## src/rtl/video_pattern_pkg.sv

```systemverilog
// Shared mode encodings, colour-bar table and mode-FSM types for the
// video test-pattern source.
package video_pattern_pkg;

  localparam int NUM_MODES = 6;

  typedef enum logic [2:0] {
    MODE_RED   = 3'd0,
    MODE_GREEN = 3'd1,
    MODE_BLUE  = 3'd2,
    MODE_BARS  = 3'd3,
    MODE_CHECK = 3'd4,
    MODE_GRAD  = 3'd5
  } mode_e;

  typedef enum logic {
    ST_HOLD    = 1'b0,
    ST_PENDING = 1'b1
  } mode_state_e;

  localparam logic [23:0] RGB_WHITE = 24'hFF_FF_FF;
  localparam logic [23:0] RGB_BLACK = 24'h00_00_00;

  // Colour-bar table, left to right across the line.
  function automatic logic [23:0] bar_rgb(input logic [2:0] idx);
    logic [23:0] rgb;
    case (idx)
      3'd0:    rgb = 24'hFF_FF_FF;
      3'd1:    rgb = 24'hFF_FF_00;
      3'd2:    rgb = 24'h00_FF_FF;
      3'd3:    rgb = 24'h00_FF_00;
      3'd4:    rgb = 24'hFF_00_FF;
      3'd5:    rgb = 24'hFF_00_00;
      3'd6:    rgb = 24'h00_00_FF;
      3'd7:    rgb = 24'h00_00_00;
      default: rgb = 24'h00_00_00;
    endcase
    return rgb;
  endfunction

  function automatic mode_e next_mode(input mode_e m);
    mode_e n;
    if (m == MODE_GRAD) n = MODE_RED;
    else                n = mode_e'(m + 3'd1);
    return n;
  endfunction

endpackage

```

## src/rtl/pixel_pos_counter.sv

```systemverilog
// Pixel x/y tracking from the timing strobes, plus a divider-free colour-bar
// index (bar-width counter feeding a bar index counter).
module pixel_pos_counter
  import video_pattern_pkg::*;
#(
  parameter int H_ACTIVE = 1280,
  parameter int V_ACTIVE = 720,
  parameter int CNT_W    = 12
) (
  input  logic             pixel_clk,
  input  logic             resetn,
  input  logic             active,
  input  logic             fsync,
  output logic [CNT_W-1:0] x,
  output logic [CNT_W-1:0] y,
  output logic [2:0]       bar_idx
);

  localparam logic [CNT_W-1:0] X_MAX   = CNT_W'(H_ACTIVE - 1);
  localparam logic [CNT_W-1:0] Y_MAX   = CNT_W'(V_ACTIVE - 1);
  localparam logic [CNT_W-1:0] BAR_MAX = CNT_W'(H_ACTIVE / 8 - 1);

  logic [CNT_W-1:0] x_r;
  logic [CNT_W-1:0] y_r;
  logic [CNT_W-1:0] bar_cnt_r;
  logic [2:0]       bar_idx_r;
  logic             active_d_r;
  logic             active_fall_s;

  assign active_fall_s = active_d_r & ~active;

  // Position and bar counters; x and the bar counters restart whenever active is low.
  always_ff @(posedge pixel_clk) begin
    if (!resetn) begin
      x_r        <= '0;
      y_r        <= '0;
      bar_cnt_r  <= '0;
      bar_idx_r  <= 3'd0;
      active_d_r <= 1'b0;
    end else begin
      active_d_r <= active;
      if (active) begin
        if (x_r != X_MAX) x_r <= x_r + CNT_W'(1);
        else              x_r <= x_r;
        if (bar_cnt_r == BAR_MAX) begin
          bar_cnt_r <= '0;
          if (bar_idx_r != 3'd7) bar_idx_r <= bar_idx_r + 3'd1;
          else                   bar_idx_r <= bar_idx_r;
        end else begin
          bar_cnt_r <= bar_cnt_r + CNT_W'(1);
          bar_idx_r <= bar_idx_r;
        end
      end else begin
        x_r       <= '0;
        bar_cnt_r <= '0;
        bar_idx_r <= 3'd0;
      end
      // fsync takes priority over a line ending in the same cycle
      if (fsync)                               y_r <= '0;
      else if (active_fall_s && (y_r != Y_MAX)) y_r <= y_r + CNT_W'(1);
      else                                     y_r <= y_r;
    end
  end

  assign x       = x_r;
  assign y       = y_r;
  assign bar_idx = bar_idx_r;

endmodule

```

## src/rtl/video_pattern_gen.sv

```systemverilog
// Multi-mode HDMI test-pattern source with manual or dwell-timed auto cycling.
// Optional build macro PATTERN_GEN_BORDER_EN adds a one-pixel white frame border.
module video_pattern_gen
  import video_pattern_pkg::*;
#(
  parameter int H_ACTIVE     = 1280,
  parameter int V_ACTIVE     = 720,
  parameter int DWELL_CYCLES = 150000000,
  parameter int CHECK_LOG2   = 5,
  parameter int GRAD_SHIFT   = 3,
  parameter int CNT_W        = 12
) (
  input  logic       pixel_clk,
  input  logic       resetn,
  input  logic       active,
  input  logic       hsync,
  input  logic       vsync,
  input  logic       fsync,
  input  logic       auto_en,
  input  logic [2:0] mode_sel,
  output logic [7:0] pdata_r,
  output logic [7:0] pdata_g,
  output logic [7:0] pdata_b,
  output logic       hsync_o,
  output logic       vsync_o,
  output logic       active_o,
  output logic [2:0] mode_o
);

  localparam int                 DWELL_W  = $clog2(DWELL_CYCLES + 1);
  localparam logic [DWELL_W-1:0] DWELL_TC = DWELL_W'(DWELL_CYCLES - 1);

  logic [CNT_W-1:0]   x_s;
  logic [CNT_W-1:0]   y_s;
  logic [2:0]         bar_idx_s;
  logic [CNT_W-1:0]   check_s;
  logic [7:0]         grey_s;
  logic [23:0]        patt_s;
  logic [23:0]        pix_s;

  mode_state_e        state_r, state_nxt_s;
  mode_e              mode_r, mode_nxt_s;
  logic [DWELL_W-1:0] dwell_r, dwell_nxt_s;
  logic               dwell_tc_s;

  logic [23:0]        rgb_out_r;
  logic               hsync_out_r;
  logic               vsync_out_r;
  logic               active_out_r;

  pixel_pos_counter #(
    .H_ACTIVE (H_ACTIVE),
    .V_ACTIVE (V_ACTIVE),
    .CNT_W    (CNT_W)
  ) u_pos (
    .pixel_clk (pixel_clk),
    .resetn    (resetn),
    .active    (active),
    .fsync     (fsync),
    .x         (x_s),
    .y         (y_s),
    .bar_idx   (bar_idx_s)
  );

  assign dwell_tc_s = (dwell_r == DWELL_TC);

  // Mode FSM next-state: dwell timer, pending advance and manual select.
  always_comb begin
    state_nxt_s = state_r;
    mode_nxt_s  = mode_r;
    dwell_nxt_s = dwell_r;
    if (auto_en) begin
      if (dwell_tc_s) dwell_nxt_s = '0;
      else            dwell_nxt_s = dwell_r + DWELL_W'(1);
      case (state_r)
        ST_HOLD: begin
          if (dwell_tc_s) state_nxt_s = ST_PENDING;
          else            state_nxt_s = ST_HOLD;
        end
        ST_PENDING: begin
          if (fsync) begin
            mode_nxt_s  = next_mode(mode_r);
            state_nxt_s = dwell_tc_s ? ST_PENDING : ST_HOLD;
          end else begin
            state_nxt_s = ST_PENDING;
          end
        end
        default: state_nxt_s = ST_HOLD;
      endcase
    end else begin
      dwell_nxt_s = '0;
      state_nxt_s = ST_HOLD;
      if (fsync && (mode_sel < 3'(NUM_MODES))) mode_nxt_s = mode_e'(mode_sel);
      else                                      mode_nxt_s = mode_r;
    end
  end

  // Mode FSM state register.
  always_ff @(posedge pixel_clk) begin
    if (!resetn) begin
      state_r <= ST_HOLD;
      mode_r  <= MODE_RED;
      dwell_r <= '0;
    end else begin
      state_r <= state_nxt_s;
      mode_r  <= mode_nxt_s;
      dwell_r <= dwell_nxt_s;
    end
  end

  assign check_s = (x_s >> CHECK_LOG2) ^ (y_s >> CHECK_LOG2);
  assign grey_s  = 8'(x_s >> GRAD_SHIFT);

  // Pattern colour for the current pixel position and mode.
  always_comb begin
    patt_s = RGB_BLACK;
    case (mode_r)
      MODE_RED:   patt_s = 24'hFF_00_00;
      MODE_GREEN: patt_s = 24'h00_FF_00;
      MODE_BLUE:  patt_s = 24'h00_00_FF;
      MODE_BARS:  patt_s = bar_rgb(bar_idx_s);
      MODE_CHECK: begin
        if ((check_s & CNT_W'(1)) == '0) patt_s = RGB_WHITE;
        else                              patt_s = RGB_BLACK;
      end
      MODE_GRAD:  patt_s = {grey_s, grey_s, grey_s};
      default:    patt_s = RGB_BLACK;
    endcase
  end

`ifdef PATTERN_GEN_BORDER_EN
  logic border_s;
  assign border_s = (x_s == '0) || (x_s == CNT_W'(H_ACTIVE - 1)) ||
                    (y_s == '0) || (y_s == CNT_W'(V_ACTIVE - 1));
  assign pix_s    = border_s ? RGB_WHITE : patt_s;
`else
  assign pix_s    = patt_s;
`endif

  // Output stage: one cycle of latency, data blanked outside active video.
  always_ff @(posedge pixel_clk) begin
    if (!resetn) begin
      rgb_out_r    <= 24'h00_00_00;
      hsync_out_r  <= 1'b0;
      vsync_out_r  <= 1'b0;
      active_out_r <= 1'b0;
    end else begin
      rgb_out_r    <= active ? pix_s : 24'h00_00_00;
      hsync_out_r  <= hsync;
      vsync_out_r  <= vsync;
      active_out_r <= active;
    end
  end

  assign {pdata_r, pdata_g, pdata_b} = rgb_out_r;
  assign hsync_o  = hsync_out_r;
  assign vsync_o  = vsync_out_r;
  assign active_o = active_out_r;
  assign mode_o   = mode_r;

endmodule
```

## config.mk

```make
export PLATFORM = sky130hd
export DESIGN_NAME = video_pattern_gen
export DESIGN_NICKNAME = d
export VERILOG_FILES = /design/src/rtl/video_pattern_pkg.sv /design/src/rtl/pixel_pos_counter.sv /design/src/rtl/video_pattern_gen.sv
export SDC_FILE = /design/constraint.sdc
export NUM_CORES = 1
export LEC_CHECK = 0
export ABC_AREA = 1
export BUFFER_PORTS_ARGS = -buffer_cell sky130_fd_sc_hd__buf_2
export CORE_UTILIZATION = 59
export DETAILED_ROUTE_END_ITERATION = 12
export GPL_ROUTABILITY_DRIVEN = 0
export PLACE_DENSITY = 0.8
export SYNTH_ARGS = -nofsm -noshare
export SYNTH_HDL_FRONTEND = slang
export SYNTH_SLANG_ARGS = --single-unit
```

## constraint.sdc

```tcl
create_clock -name pixel_clk -period 1.65 [get_ports pixel_clk]
set_input_delay 0.0825 -clock pixel_clk [delete_from_list [all_inputs] [get_ports pixel_clk]]
set_output_delay 0.0825 -clock pixel_clk [all_outputs]
set_load 0.05 [all_outputs]
```

## Word-level counts from Yosys, hierarchy flattened

Memory sizes are Yosys's and may differ from the RTL's. A register that Yosys moved wholly into a read port is not among the register bits.
Cells that the tools add are included.

| word-level totals | value |
|---|---|
| bits in registers | 98 |
| bits in read-only memories | 192 |
| input bits | 10 |
| word-level logic and storage cells | 61 |
| memories | 1 |

Memories:

| memory | words | width | rd ports | clocked after memory_dff | write ports | RTL line | text |
|---|---|---|---|---|---|---|---|
| (name not given) | 8 | 24 | 1 | 1 | 0 | video_pattern_pkg.sv:27 | `case (idx)` |

| cells by class | value |
|---|---|
| add/subtract/negate cells | 6 |
| $lt $le $gt $ge | 1 |
| eq/ne operators | 12 |
| mux-type cells | 12 |
| bitwise gates (word level) | 6 |
| reduce and logical (&&, ||, !) cells | 12 |

Operators by type and width:

| cell | count |
|---|---|
| $pmux W24 S6 | 1 |
| $add A12 B1 Y12 const B | 3 |
| $add A28 B1 Y28 const B | 1 |
| $eq A28 B28 Y1 const B | 1 |
| $mux W24 | 1 |
| $mux W3 | 7 |
| $eq A12 B8 Y1 const B | 1 |
| $logic_not A12 Y1 | 1 |
| $ne A12 B10 Y1 const B | 1 |
| $ne A12 B11 Y1 const B | 1 |
| $add A3 B1 Y3 const B | 2 |
| $eq A3 B2 Y1 const B | 2 |
| $eq A3 B3 Y1 const B | 2 |
| $reduce_and A2 Y1 | 3 |
| $reduce_or A3 Y1 | 2 |
| $not A1 Y1 | 4 |
| $eq A3 B1 Y1 const B | 1 |
| $logic_not A3 Y1 | 1 |
| $lt A3 B3 Y1 const B | 1 |
| $ne A3 B3 Y1 const B | 1 |
| $reduce_and A3 Y1 | 1 |
| $logic_and A1 B1 Y1 | 2 |
| $mux W1 | 2 |
| $ne A2 B1 Y1 const B | 1 |
| other kinds (6) | 6 |

## Longest topological paths before layout

| depth | value |
|---|---|
| depth after elaboration | 5 |
| mapped depth | 9 |

## By module

From an unflattened synthesis, not the netlist that was laid out.

| unflattened totals | value |
|---|---|
| cells, all modules | 676 |
| area, all modules | 4,752.1 um^2 |

By module, submodules not included:

| module | times used | cells an instance | area each (um^2) | sequential area each (um^2) |
|---|---|---|---|---|
| video_pattern_gen | 1 | 402 | 2,735.1 | 1,181.1 |
| pixel_pos_counter | 1 | 274 | 2,016.9 | 800.8 |

## Worst setup path before layout

Ideal clock, no wire load.

| timing | value |
|---|---|
| path kind | reg2reg |
| from | register mode_r[2], in the netlist mode_o[2] |
| to | register rgb_out_r[16] |
| setup time | 0.115 ns |
| arrival time | 1.526 ns |
| data required time | 1.535 ns |
| path slack | 0.008 ns |
| stages on the path, launching flop included | 6 |
| period minus slack after synthesis | 1.642 ns |
| path through | dfxtp_1 inv_1 ha_1 a22o_1 o21ai_0 inv_1 |

| between the ends | value |
|---|---|
| longest elaborated chain between the ends | 2 |
| elaborated cells between the ends (all ways) | 7 |
| those cells by class | eq/ne (5); mux (1); reduce/logical (1) |

RTL lines:

| item | RTL line | text |
|---|---|---|
| start: declaration | video_pattern_gen.sv:42 | `mode_e mode_r, mode_nxt_s;` |
| start signal: assignment | video_pattern_gen.sv:106 | `mode_r <= mode_nxt_s;` |
| $eq A3 B3 Y1 (tied with other cells) | video_pattern_gen.sv:117 | `case (mode_r)` |
| $pmux W24 S6 * | video_pattern_gen.sv:117 |  |
| end signal: assignment | video_pattern_gen.sv:148 | `rgb_out_r <= active ? pix_s : 24'h00_00_00;` |
| end: declaration | video_pattern_gen.sv:46 | `logic [23:0] rgb_out_r;` |

Every way passes the cells marked *; elsewhere a longest branch is shown, timed or not.
A chain may end at the register's enable or synchronous reset.

## Worst setup path in the final report

| timing | value |
|---|---|
| from | register dwell_r[0] |
| to | register dwell_r[2] |

| between the ends | value |
|---|---|
| longest elaborated chain between the ends | 2 |
| elaborated cells between the ends (all ways) | 3 |
| those cells by class | add/sub (1); eq/ne (1); reduce/logical (1) |

RTL lines:

| item | RTL line | text |
|---|---|---|
| start: declaration | video_pattern_gen.sv:43 | `logic [DWELL_W-1:0] dwell_r, dwell_nxt_s;` |
| start signal: assignment | video_pattern_gen.sv:107 | `dwell_r <= dwell_nxt_s;` |
| parallel branches: the longest is 2 deep, another holds $add A28 B1 Y28 | -- |  |

Several ways; the timed one is not identified.

==> impl_metrics.ini <==
[detailed_routing]
dr.pass1.iters = 5
route.final.wire_length_mm = 10.3
drc = 0
drt-initial-drc-count = 236
drt.antenna.violating_nets = 0
routed_wire_length_per_instance_microns = 12.3
vias = 4414
drt-vias-per-instance = 5.25

[synth]
ys_ff_latch = 101
synth_area_sq_um = 4650
synthTopCellsByArea = dfxtp_1 44%, nand2_1 12%, nor2_1 8.8%, inv_1 8.4%, nand3_1 5.7%
netlist.top_cell.by_area = dfxtp_1
syn-num-nets = 692
syn_avg_cell_area_sq_um = 6.88
ys.warnings.count = 0
yosysTopAreaCellShare = 0.435
ys_types = 28
ys_seq_area_frac = 0.435
synth_cells = 675

[floorplan]
floorplan.die.width_microns = 90.7
row_count = 31
core_area_sq_um = 7450
ios = 40
initial_core_util = 0.624
die_outline_area_sq_um = 8230
die_h_microns = 90.7

[sta]
final_min_period_over_clock_period = 0.933
clock_skew_ps = 19.0
setup_violations = 0
timing.final.crit_period_ps = 1540
final_max_slew_viol_count = 0
finalSetupTns_ps = 0
hold_violations = 0
headroom_to_the_max_slew_limit = 0.668
max_freq_mhz = 649
timing_worst_slew_pin_value_ps = 492

[power_and_ir_drop]
p_leak_nw = 2.20
power_per_cell_area_nw_per_um2 = 844
vdd_ir_drop_max_mv = 0.576
power.total_w = 0.00447

[grt]
maximum_number_of_pins_on_one_net_before_global_route_repair = 29
grt_util_all_layers = 0.253
grt.overflow.total = 0
first_global_vias = 3909
grt_antenna_before_repair = 0
wire_length_of_the_first_global_routing_pass_mm = 17.0

[placement]
dpl.cell_count = 814
port_buffers = 39
hpwl_mm = 7.33

[cts]
tritoncts.num_buffers = 9
ctsHtreeMaxLevel = 3
path_clk_slew_ps = 100
clock_insertion_delay_worst_skew_ps = 380
cts_buffer_depth = 2
clock-sinks = 101
cts-root-buf = clkbuf_8
cts_tree = yes

[critical_path]
crit_path_start_kind = flip-flop
required_time_worst_endpoint_ps = 1920
critical_path_peak_fanout = 6
timing.critical_path.cells = ha_2, inv_1, nor2_2, nand2_1, nor2_2, nand2_2, buf_4, nand2_2, nor2_1
worstSetupEndpointType = flip-flop
timing.critical_path.slowest_cell_delay_ps = 380
cp.arrival_ps = 1810
timing_worst_setup_path_type = flip-flop to flip-flop
timing.critical_path.slowest_stage_cell = dfxtp_2

[finish]
layout.cells.most_common = nand2_1
finish.net_count = 753
area_growth_from_synthesis_to_layout_pct = 13.9
diodes_inserted = 0
n_fill_cell = 642
final_layout_size_suffix_gt1_frac = 0.115
most-common-layout-cells = 142 x nand2_1, 107 x nor2_1, 104 x inv_1, 99 x dfxtp_1, 53 x nand3_1
post_layout_nonfiller_instances = 840

[run]
drv.max_cap_violation_count = 0

[status]
run_status = finished, final reports clean

[hold_path]
hp-class = primary input to flip-flop
==> stage by stage <==
step	utilization	area, sq um	setup slack, ps	hold WS, ps
2_1_floorplan	-	4650	8.09	180
3_3_place_gp	0.668	4980	159	270
3_5_place_dp	0.668	4980	70.4	274
4_1_cts	0.703	5240	4.87	12.9
5_1_grt	0.711	5290	-2.81	24.7
6_report	0.711	5290	110	30.3
==> worst max-delay path, delay by kind of cell, from the launching register on <==
family	cells	cell delay [ps]
fa+ha+maj	1	210
buf+inv	2	230
flops	1	380
simple gates	6	620
==> cell type report <==
cell class	count	area [sq um]	area share
clock buffer	10	138	0.0260
clock inverter	6	65.1	0.0123
inverter	104	390	0.0738
multi-input combinational	465	2220	0.420
sequential	101	2020	0.383
tap	99	124	0.0234
timing repair buffer	55	330	0.0624
==> synth_stat cells <==
cell type  instances
nand2_4            1
o21ai_1            1
nand3b_1           3
or2_0              2
nor3_1            13
and2_1             2
nor2_1           109
o21ai_0           43
buf_2              3
nand2_1          143
xnor2_1            8
buf_6              2
ha_1               7
nand4_1            9
or2_2              1
buf_4              1
a21oi_1           43
dfxtp_1          101
inv_1            104
nor2_2             6
clkbuf_1           1
nand3_2            1
a22oi_1            1
nand3_1           53
nor3b_1            2
xor2_1            11
a22o_1             1
nand2_2            3
==> worst paths after layout <==
kind | start | to | slack [ps] | cells after the start
hold reg to reg | u_pos.bar_cnt_r[0] | u_pos.bar_cnt_r[0] | 450 | 1
setup reg to reg | dwell_r[0] | dwell_r[2] | 110 | 9
setup / recovery | dwell_r[0] | dwell_r[2] | 110 | 9
hold / removal | resetn | mode_o[0] | 30 | 3
==> metal layers <==
layer	vias to the layer above	GRT usage	part of all wire
li1	2246	-	-
met1	1981	0.315	0.44
met2	162	0.417	0.45
met3	25	0.0665	0.082
met4	0	0.0981	0.020
met5	-	0	0
==> kinds of logic (layout without fill, tap and decap cells) <==
logic type	Yosys count	in the layout	share of synthesized area
compound gates	89	89	0.0972
xor+xnor	19	19	0.0358
fa+ha+maj	7	7	0.0189
buf+inv	111	175	0.0945
flops	101	101	0.435
simple gates	348	350	0.318
==> registers in the layout (all words and copies together) (netlist names), named ones only <==
signal            cells
dwell_r              28
rgb_out_r            24
u_pos.bar_cnt_r      12
u_pos.x              12
u_pos.y              12
mode_o                3
u_pos.bar_idx         3
hsync_o               1
state_r               1
u_pos.active_d_r      1
vsync_o               1
==> what timing repair did <==
action                                  in CTS  in global routing
hold buffers                                 6                  0
resized for setup                            0                  7
hold endpoints to repair                     3                  0
buffers inserted                             0                  2
endpoints found under the setup margin       0                 49
==> report_power, final <==
part | switching (W) | internal, W | total, W
clock network | 0.000921 | 0.000634 | 0.00155
logic | 0.000303 | 0.0000994 | 0.000403
registers | 0.0000245 | 0.00249 | 0.00251
Note: power is estimated with default switching activity, not from simulation.
